## src/rtl/apbdma_pkg.sv

```systemverilog
// Shared types and width helpers for the APB DMA transfer engine.
package apbdma_pkg;

   typedef enum logic [2:0] {
      IDLE,
      WAIT,
      SETUP,
      ACCESS,
      DONE
   } apbdma_mst_state_e;

   // Bytes carried by one APB beat.
   function automatic int unsigned apbdma_bpb(input int unsigned data_width);
      return data_width / 8;
   endfunction

   // Number of byte-offset address bits inside one beat.
   function automatic int unsigned apbdma_off_bits(input int unsigned data_width);
      return $clog2(data_width / 8);
   endfunction

endpackage

```

## src/rtl/apbdma_apb_master_if.sv

```systemverilog
// APB bus between the DMA transfer engine (master) and an APB completer (slave).
interface apbdma_apb_master_if
   import apbdma_pkg::*;
#(
   parameter int AddrWidth = 32,
   parameter int DataWidth = 32
) ();

   logic [AddrWidth-1:0]                  paddr;
   logic                                  psel;
   logic                                  penable;
   logic                                  pwrite;
   logic [DataWidth-1:0]                  pwdata;
   logic [apbdma_bpb(DataWidth)-1:0]      pstrb;
   logic [DataWidth-1:0]                  prdata;
   logic                                  pready;
   logic                                  pslverr;

   modport master (
      output paddr, psel, penable, pwrite, pwdata, pstrb,
      input  prdata, pready, pslverr
   );

   modport slave (
      input  paddr, psel, penable, pwrite, pwdata, pstrb,
      output prdata, pready, pslverr
   );

endinterface

```

## src/rtl/apbdma_apb_master.sv

```systemverilog
// APB transfer engine of the DMA: walks a word-aligned descriptor one APB beat at a
// time, feeding the read FIFO or draining the write stream, and reports busy/done/err.
module apbdma_apb_master
   import apbdma_pkg::*;
#(
   parameter int AddrWidth = 32,
   parameter int DataWidth = 32,
   parameter int LenWidth  = 8
) (
   input  logic                 clk_i,
   input  logic                 rst_i,
   input  logic                 start_i,
   input  logic                 rw_i,
   input  logic [AddrWidth-1:0] start_addr_i,
   input  logic [LenWidth-1:0]  num_bytes_i,
   output logic                 busy_o,
   output logic                 done_o,
   output logic                 err_o,
   apbdma_apb_master_if.master  apb,
   output logic [DataWidth-1:0] rdata_o,
   output logic                 rdata_valid_o,
   input  logic                 rdata_ready_i,
   input  logic [DataWidth-1:0] wdata_i,
   input  logic                 wdata_valid_i,
   output logic                 wdata_ready_o
);

   localparam int unsigned          Bpb       = apbdma_bpb(DataWidth);
   localparam int unsigned          OffBits   = apbdma_off_bits(DataWidth);
   localparam logic [AddrWidth-1:0] BpbInc    = AddrWidth'(Bpb);
   localparam logic [AddrWidth-1:0] AlignMask = ~(BpbInc - AddrWidth'(1));

   apbdma_mst_state_e    state_q, state_d;
   logic                 start_q;
   logic [AddrWidth-1:0] addr_q;
   logic [LenWidth-1:0]  beats_q;
   logic                 rw_q;
   logic [DataWidth-1:0] pwdata_q;
   logic                 err_q;

   logic trigger;
   logic load;
   logic wlatch;
   logic beat_ok;
   logic beat_err;

   // Only a rising start edge seen while idle opens a transfer.
   assign trigger = start_i & ~start_q;

   always_comb begin
      state_d  = state_q;
      load     = 1'b0;
      wlatch   = 1'b0;
      beat_ok  = 1'b0;
      beat_err = 1'b0;
      case (state_q)
         IDLE: begin
            if (trigger) begin
               state_d = WAIT;
               load    = 1'b1;
            end
         end
         WAIT: begin
            if (beats_q == '0) begin
               state_d = DONE;
            end else if (rw_q ? wdata_valid_i : rdata_ready_i) begin
               state_d = SETUP;
               wlatch  = 1'b1;
            end
         end
         SETUP: state_d = ACCESS;
         ACCESS: begin
            if (apb.pready) begin
               if (apb.pslverr) begin
                  beat_err = 1'b1;
                  state_d  = DONE;
               end else begin
                  beat_ok = 1'b1;
                  state_d = WAIT;
               end
            end
         end
         DONE:    state_d = IDLE;
         default: state_d = IDLE;
      endcase
   end

   always_ff @(posedge clk_i) begin
      if (rst_i) begin
         state_q  <= IDLE;
         start_q  <= 1'b0;
         addr_q   <= '0;
         beats_q  <= '0;
         rw_q     <= 1'b0;
         pwdata_q <= '0;
         err_q    <= 1'b0;
      end else begin
         state_q <= state_d;
         start_q <= start_i;
         if (load) begin
            addr_q  <= start_addr_i & AlignMask;
            beats_q <= num_bytes_i >> OffBits;
            rw_q    <= rw_i;
            err_q   <= 1'b0;
         end
         if (wlatch) begin
            pwdata_q <= wdata_i;
         end
         // Address wraps silently at the top of the address space.
         if (beat_ok) begin
            addr_q  <= addr_q + BpbInc;
            beats_q <= beats_q - LenWidth'(1);
         end
         if (beat_err) begin
            err_q <= 1'b1;
         end
      end
   end

   assign busy_o        = (state_q != IDLE);
   assign done_o        = (state_q == DONE);
   assign err_o         = err_q;

   assign apb.psel      = (state_q == SETUP) || (state_q == ACCESS);
   assign apb.penable   = (state_q == ACCESS);
   assign apb.paddr     = addr_q;
   assign apb.pwrite    = rw_q;
   assign apb.pwdata    = pwdata_q;
   assign apb.pstrb     = apb.psel ? '1 : '0;

   assign rdata_valid_o = beat_ok & ~rw_q;
   assign rdata_o       = rdata_valid_o ? apb.prdata : '0;
   assign wdata_ready_o = beat_ok & rw_q;

endmodule

```

## src/flat_wrapper.sv

```systemverilog
// flat-port wrapper written by rule: the top's interface ports become plain ports
module apbdma_apb_master_flat import apbdma_pkg::*;
#(
   parameter int AddrWidth = 32,
   parameter int DataWidth = 32,
   parameter int LenWidth  = 8
)
  (clk_i, rst_i, start_i, rw_i, start_addr_i, num_bytes_i, busy_o, done_o, err_o, rdata_o, rdata_valid_o, rdata_ready_i, wdata_i, wdata_valid_i, wdata_ready_o, apb_paddr, apb_psel, apb_penable, apb_pwrite, apb_pwdata, apb_pstrb, apb_prdata, apb_pready, apb_pslverr);
  apbdma_apb_master_if #(.AddrWidth(AddrWidth), .DataWidth(DataWidth)) apb_i ();
  input  logic clk_i;
  input  logic rst_i;
  input  logic start_i;
  input  logic rw_i;
  input  logic [AddrWidth-1:0] start_addr_i;
  input  logic [LenWidth-1:0] num_bytes_i;
  output logic busy_o;
  output logic done_o;
  output logic err_o;
  output logic [DataWidth-1:0] rdata_o;
  output logic rdata_valid_o;
  input  logic rdata_ready_i;
  input  logic [DataWidth-1:0] wdata_i;
  input  logic wdata_valid_i;
  output logic wdata_ready_o;
  output wire logic [$bits(apb_i.paddr)-1:0] apb_paddr;
  output wire logic [$bits(apb_i.psel)-1:0] apb_psel;
  output wire logic [$bits(apb_i.penable)-1:0] apb_penable;
  output wire logic [$bits(apb_i.pwrite)-1:0] apb_pwrite;
  output wire logic [$bits(apb_i.pwdata)-1:0] apb_pwdata;
  output wire logic [$bits(apb_i.pstrb)-1:0] apb_pstrb;
  input wire logic [$bits(apb_i.prdata)-1:0] apb_prdata;
  input wire logic [$bits(apb_i.pready)-1:0] apb_pready;
  input wire logic [$bits(apb_i.pslverr)-1:0] apb_pslverr;
  assign apb_paddr = apb_i.paddr;
  assign apb_psel = apb_i.psel;
  assign apb_penable = apb_i.penable;
  assign apb_pwrite = apb_i.pwrite;
  assign apb_pwdata = apb_i.pwdata;
  assign apb_pstrb = apb_i.pstrb;
  assign apb_i.prdata = apb_prdata;
  assign apb_i.pready = apb_pready;
  assign apb_i.pslverr = apb_pslverr;
  apbdma_apb_master #(.AddrWidth(AddrWidth), .DataWidth(DataWidth), .LenWidth(LenWidth)) u_core (.clk_i(clk_i), .rst_i(rst_i), .start_i(start_i), .rw_i(rw_i), .start_addr_i(start_addr_i), .num_bytes_i(num_bytes_i), .busy_o(busy_o), .done_o(done_o), .err_o(err_o), .apb(apb_i), .rdata_o(rdata_o), .rdata_valid_o(rdata_valid_o), .rdata_ready_i(rdata_ready_i), .wdata_i(wdata_i), .wdata_valid_i(wdata_valid_i), .wdata_ready_o(wdata_ready_o));
endmodule
```

## config.mk

```make
export PLATFORM = sky130hd
export DESIGN_NAME = apbdma_apb_master_flat
export DESIGN_NICKNAME = d
export VERILOG_FILES = /design/src/rtl/apbdma_pkg.sv /design/src/rtl/apbdma_apb_master_if.sv /design/src/rtl/apbdma_apb_master.sv /design/src/flat_wrapper.sv
export SDC_FILE = /design/constraint.sdc
export NUM_CORES = 1
export LEC_CHECK = 0
export CORE_UTILIZATION = 30
export CTS_CLUSTER_SIZE = 8
export DETAILED_ROUTE_END_ITERATION = 8
export PLACE_DENSITY = 0.66
export SLEW_MARGIN = 20
export SYNTH_ARGS = -nofsm -noshare
export SYNTH_HDL_FRONTEND = slang
export SYNTH_SLANG_ARGS = --single-unit
```

## constraint.sdc

```tcl
create_clock -name clk_i -period 4.86 [get_ports clk_i]
set_input_delay 0.972 -clock clk_i [delete_from_list [all_inputs] [get_ports clk_i]]
set_output_delay 0.972 -clock clk_i [all_outputs]
set_load 0.05 [all_outputs]
```

== Word level (Yosys, flattened, before mapping) ==
Index checks and enable logic that the tools add are counted.

* Register bits: 78
* Word-level logic and storage cells: 54

* Bitwise gates (word level): 5
* Reductions and logical operators: 7
* Equal/unequal tests: 7
* $add $sub $neg: 2
* Multiplexer cells: 26

{| class="wikitable"
|+ Operator list
! operator !! count
|-
| $mux W32 || 3
|-
| $add A32 B3 Y32 const B || 1
|-
| $mux W8 || 2
|-
| $mux W3 || 5
|-
| $mux W1 || 14
|-
| $pmux W3 S4 || 1
|-
| $logic_not A8 Y1 || 1
|-
| $sub A8 B1 Y8 const B || 1
|-
| $eq A3 B2 Y1 const B || 2
|-
| $mux W4 || 1
|-
| $ne A2 B1 Y1 const B || 2
|-
| $reduce_bool A2 Y1 || 2
|-
| $and A1 B1 Y1 || 3
|-
| $eq A3 B1 Y1 const B || 1
|-
| $eq A3 B3 Y1 const B || 1
|-
| $logic_not A3 Y1 || 1
|-
| $ne A3 B1 Y1 const B || 1
|-
| $reduce_and A3 Y1 || 1
|-
| $reduce_bool A3 Y1 || 1
|-
| $not A1 Y1 || 2
|-
| $logic_or A1 B1 Y1 || 1
|}

== Longest topological paths before layout ==
* Word-level depth: 6
* Depth in mapped cells: 8

== Worst setup path before layout ==
Ideal clock, no wire load.

* Path type: in2out
* Start: input port apb_pready
* End: output port rdata_o[22]
* Stages: 6
* Path buffers: 2
* Setup slack: 1.072 ns
* Data arrival time: 2.816 ns
* Data required time: 3.888 ns
* Cell sequence: nor2b_1 nand2_1 clkbuf_1 nor2_1 clkbuf_1 and2_1

* Cells in the longest elaborated chain, start to end: 4

{| class="wikitable"
|+ Ends and longest elaborated chain
! what !! RTL line !! source
|-
| start, declared || flat_wrapper.sv:32 || <nowiki>input wire logic [$bits(apb_i.pready)-1:0] apb_pready;</nowiki>
|-
| $mux W1 || apbdma_apb_master.sv:73 || <nowiki>if (apb.pready) begin</nowiki>
|-
| $mux W1 || apbdma_apb_master.sv:56 || <nowiki>case (state_q)</nowiki>
|-
| $and A1 B1 Y1 || apbdma_apb_master.sv:131 || <nowiki>assign rdata_valid_o = beat_ok & ~rw_q;</nowiki>
|-
| via rdata_valid_o || flat_wrapper.sv:20 || <nowiki>output logic rdata_valid_o;</nowiki>
|-
| $mux W32 || apbdma_apb_master.sv:132 || <nowiki>assign rdata_o = rdata_valid_o ? apb.prdata : '0;</nowiki>
|-
| end, declared || flat_wrapper.sv:19 || <nowiki>output logic [DataWidth-1:0] rdata_o;</nowiki>
|}

The timed path passes the listed nets, and every way through them passes these cells.

== Final worst setup path ==
* Start: input port apb_pready
* End: output port rdata_o[26]

* Cells in the longest elaborated chain, start to end: 4

{| class="wikitable"
|+ Ends and longest elaborated chain
! what !! RTL line
|-
| $mux W1 || apbdma_apb_master.sv:73
|-
| $mux W1 || apbdma_apb_master.sv:56
|-
| $and A1 B1 Y1 || apbdma_apb_master.sv:131
|-
| $mux W32 || apbdma_apb_master.sv:132
|}

Every way passes these cells.

==> results.md <==
* CP Capture Point: rdata_o[26]
* Mux contribution to synthesized area at ~1.1%
* Post-Synth Adder-Cell Area at 0.648%
* Initial Util at 30.7%
* Core Util, Final at a little over half
* Vias per inst at roughly 5.1
* Residual DRC count at 0
* # nets final at 807
* Main combinational cell family by area after synthesis: simple AND/OR/NAND/NOR gates
* First-pass GRT wire length at around 21000 um
* Most used cell, CP: buf_4
* Total length of routed wires at around 14000 um
* Clock skew at about 0.0074 ns
* Core Region at 12600 um^2
* DR WL met2 at between 6000 and 7000 um
* R2r setup slk at 2.47 ns
* CTS Hold Bufs at 0
* Routed wire per std cell at 15.9 um
* Post-Syn Area at 3860 um^2
* ANT nets after route at 0
* CTS resizes at 0
* Most common cell after layout, fill and taps aside: clkdlybuf4s50_1
* Most frequent cells in the layout: 179 x clkdlybuf4s50_1, 97 x nand2_1, 76 x dfxtp_1, 58 x a21oi_1, 35 x and2_1
* Ys async rst share at 0%
* Placed cell count at ~850
* Synth Area in Simple Gates at 31.0%
* Peak VDD IR at 0.152 mV
* Post-CTS setup buffers at 0
* Fin cells at 870
* CP Capture Type: output port
* Hold depth at 2
* Global placer's final weighted congestion at 0.822
* XOR/XNOR share of the synthesized area at 1.36%
* Critical-path cell list: clkdlybuf4s50_1 > nor2b_1 > nand2_1 > buf_4 > nor2_1 > buf_4 > and2_1 > buf_12
* Register area share after synthesis at around two fifths
* Crit path launch type: input port
* GRT Total Usage at 20.4%
* Vias in the first global route at 4245
* Worst EP required at 3.89 ns
* Total power at roughly 2.6 mW
* DRT Pass-1 Iters at 5
* Die width at 115 um
* Worst path depth at 8
* Fin crit share at between 80% and 90%
* Worst min path class: register to register
* Die Ht at 115 um
* IO Port Bufs at 213
* CP delay by family, top: buffers and inverters
* Largest net degree at the start of global routing at 61
* WL met1 at 5540 um
* Clock sink total at 76
* R2R Path End: u_core.apb.paddr[30]$_SDFFE_PP0P_
* Top FF cell, synth: dfxtp_1
* Clock period minus worst slack at between 4 and 5 ns
* Fill count at 1144
* Inserted Diodes at 0
* Met3 WL post-DR at between 1000 and 1500 um
* Slew @ Worst Pin at 1.03 ns
* R2R depth at 6
* Max Slew Vio Count at 0
* Fmax at 0.246 GHz
* Crit. Startpoint: apb_pready
* Syn Area/Cell at 7.71 um^2
* Clock latency on the worst-skew pair at ~0.34 ns
* Synth Area in Compound Gates at 20.4%
* Delay of the slowest critical-path stage at 0.52 ns
* YS warnings at 0
* MaxCap Viol Count at 0
* Clock tree buffer depth at 2
* Setup_tns at 0 ns
* Mapped Cells at 501
* Hpwl dp at 10400 um
* Total CTS buffers at 9
* CTS Root Cell: clkbuf_16
* Final Hold Viols at 0
* Area delta synth->final at 74.2%
* Design area at 6730 um^2
* Critical path class: input port to output port
* Initial antenna violation count at 0
* Worst hold slack at 0.456 ns
* Fraction of layout cells with a size suffix above 1 at a little under a tenth
* Status: finished clean
* Dpl ws at 0.793 ns
* Post-synth cell types at between 50 and 60
* Clock Pin Slew Worst Setup and Hold Paths at 0.06 ns
* Vias at 4433
* Cell Area, Placed at 6400 um^2
* Critical path peak fanout at 33
* Starting DRT DRC Count at 343
* CP max stage cell: clkdlybuf4s50_1
* Highest routed layer: met4
* RSZ-0062 raised after global routing: false
* Clock H-tree levels at 3
* Synthesized flop and latch total at 76
* Total gr overflow at 0
* TritonCTS clock tree: built
* Worst Path Arrival at 3.09 ns
* IO Pins at 220
* Final setup vio count at 0
* Power density cells at 385 nW/um^2
* CP Buf/Inv Count at 4
* DIE AREA at 13300 um^2
* Worst setup margin at 0.799 ns
* Number of flops mapped to enable cells by yosys at 0
* Rows at 41
* Worst r2r src: u_core.apb.paddr[2]$_SDFFE_PP0P_
* Pleak at 2.29 nW
* Max_slew headroom at 31.0%
## routing by layer
layer	vias to the layer above	track usage [%]
li1	2156	-
met1	2062	23.5
met2	186	34.4
met3	29	6.12
met4	0	9.78
met5	-	0
## power by group
group          internal (mW)  switching [mW]  total [mW]
clock                  0.450           0.270       0.720
sequential             0.713          0.0991       0.812
combinational          0.388           0.672        1.06
## tightest hold or removal path: cells and delay by family, from the launching register on
kind            cells  cell delay (ns)
simple gates        1             0.05
compound gates      1             0.05
flops               1             0.30
## worst min path at each step
stage	start	endpoint	slack [ns]
floorplan	u_core.beats_q[4]$_SDFFE_PP0P_	u_core.beats_q[4]$_SDFFE_PP0P_	0.43
global placement	u_core.beats_q[4]$_SDFFE_PP0P_	u_core.beats_q[4]$_SDFFE_PP0P_	0.44
detailed placement	u_core.apb.pwdata[0]$_SDFFE_PP0P_	u_core.apb.pwdata[0]$_SDFFE_PP0P_	0.45
CTS	u_core.apb.pwdata[22]$_SDFFE_PP0P_	u_core.apb.pwdata[22]$_SDFFE_PP0P_	0.45
global route	u_core.apb.pwdata[14]$_SDFFE_PP0P_	u_core.apb.pwdata[14]$_SDFFE_PP0P_	0.47
finish	u_core.apb.pwdata[0]$_SDFFE_PP0P_	u_core.apb.pwdata[0]$_SDFFE_PP0P_	0.46
## area by class of cell
class | instances | area, um^2 | share of cell area (%)
tap | 172 | 215 | 3.20
inverter | 13 | 48.8 | 0.726
multi-input combinational | 374 | 2120 | 31.5
clock inverter | 6 | 86.3 | 1.28
sequential | 76 | 1520 | 22.6
timing repair buffer | 219 | 2500 | 37.2
clock buffer | 10 | 229 | 3.40
## sequential cells by signal, summed over array words and instances (netlist names)
name and flops:
u_core.apb.pwdata 32, u_core.apb.paddr 30, u_core.beats_q 8, u_core.state_q 3, u_core.apb.pwrite 1, u_core.err_o 1
u_core.start_q 1
## cell families (layout without fill, tap and decap cells)
family                     count (synthesis)  in the layout
adders and majority gates                  2              2
and+or+nand+nor                          236            236
xor gates and xnor gates                   6              6
AOI/OAI and AO/OA                        124            124
other                                      1              2
DFF                                       76             76
muxes                                      4              4
buffers and inverters                     52            248
## synth_stat cells (all sizes together), types with 6 or more instances
library cell	instances	area, um^2
or3	12	75.1
buf	13	85.1
a21oi	58	290
inv	13	48.8
dfxtp	76	1520
and2	35	219
nand4	11	68.8
a31oi	11	68.8
nand3	17	85.1
nor4	8	77.6
o22ai	6	37.5
a211oi	6	45.0
clkbuf	26	97.6
nand2	97	364
nor3	9	45.0
a22oi	9	67.6
nor2	23	86.3
Power figures use the tool's default switching activity.
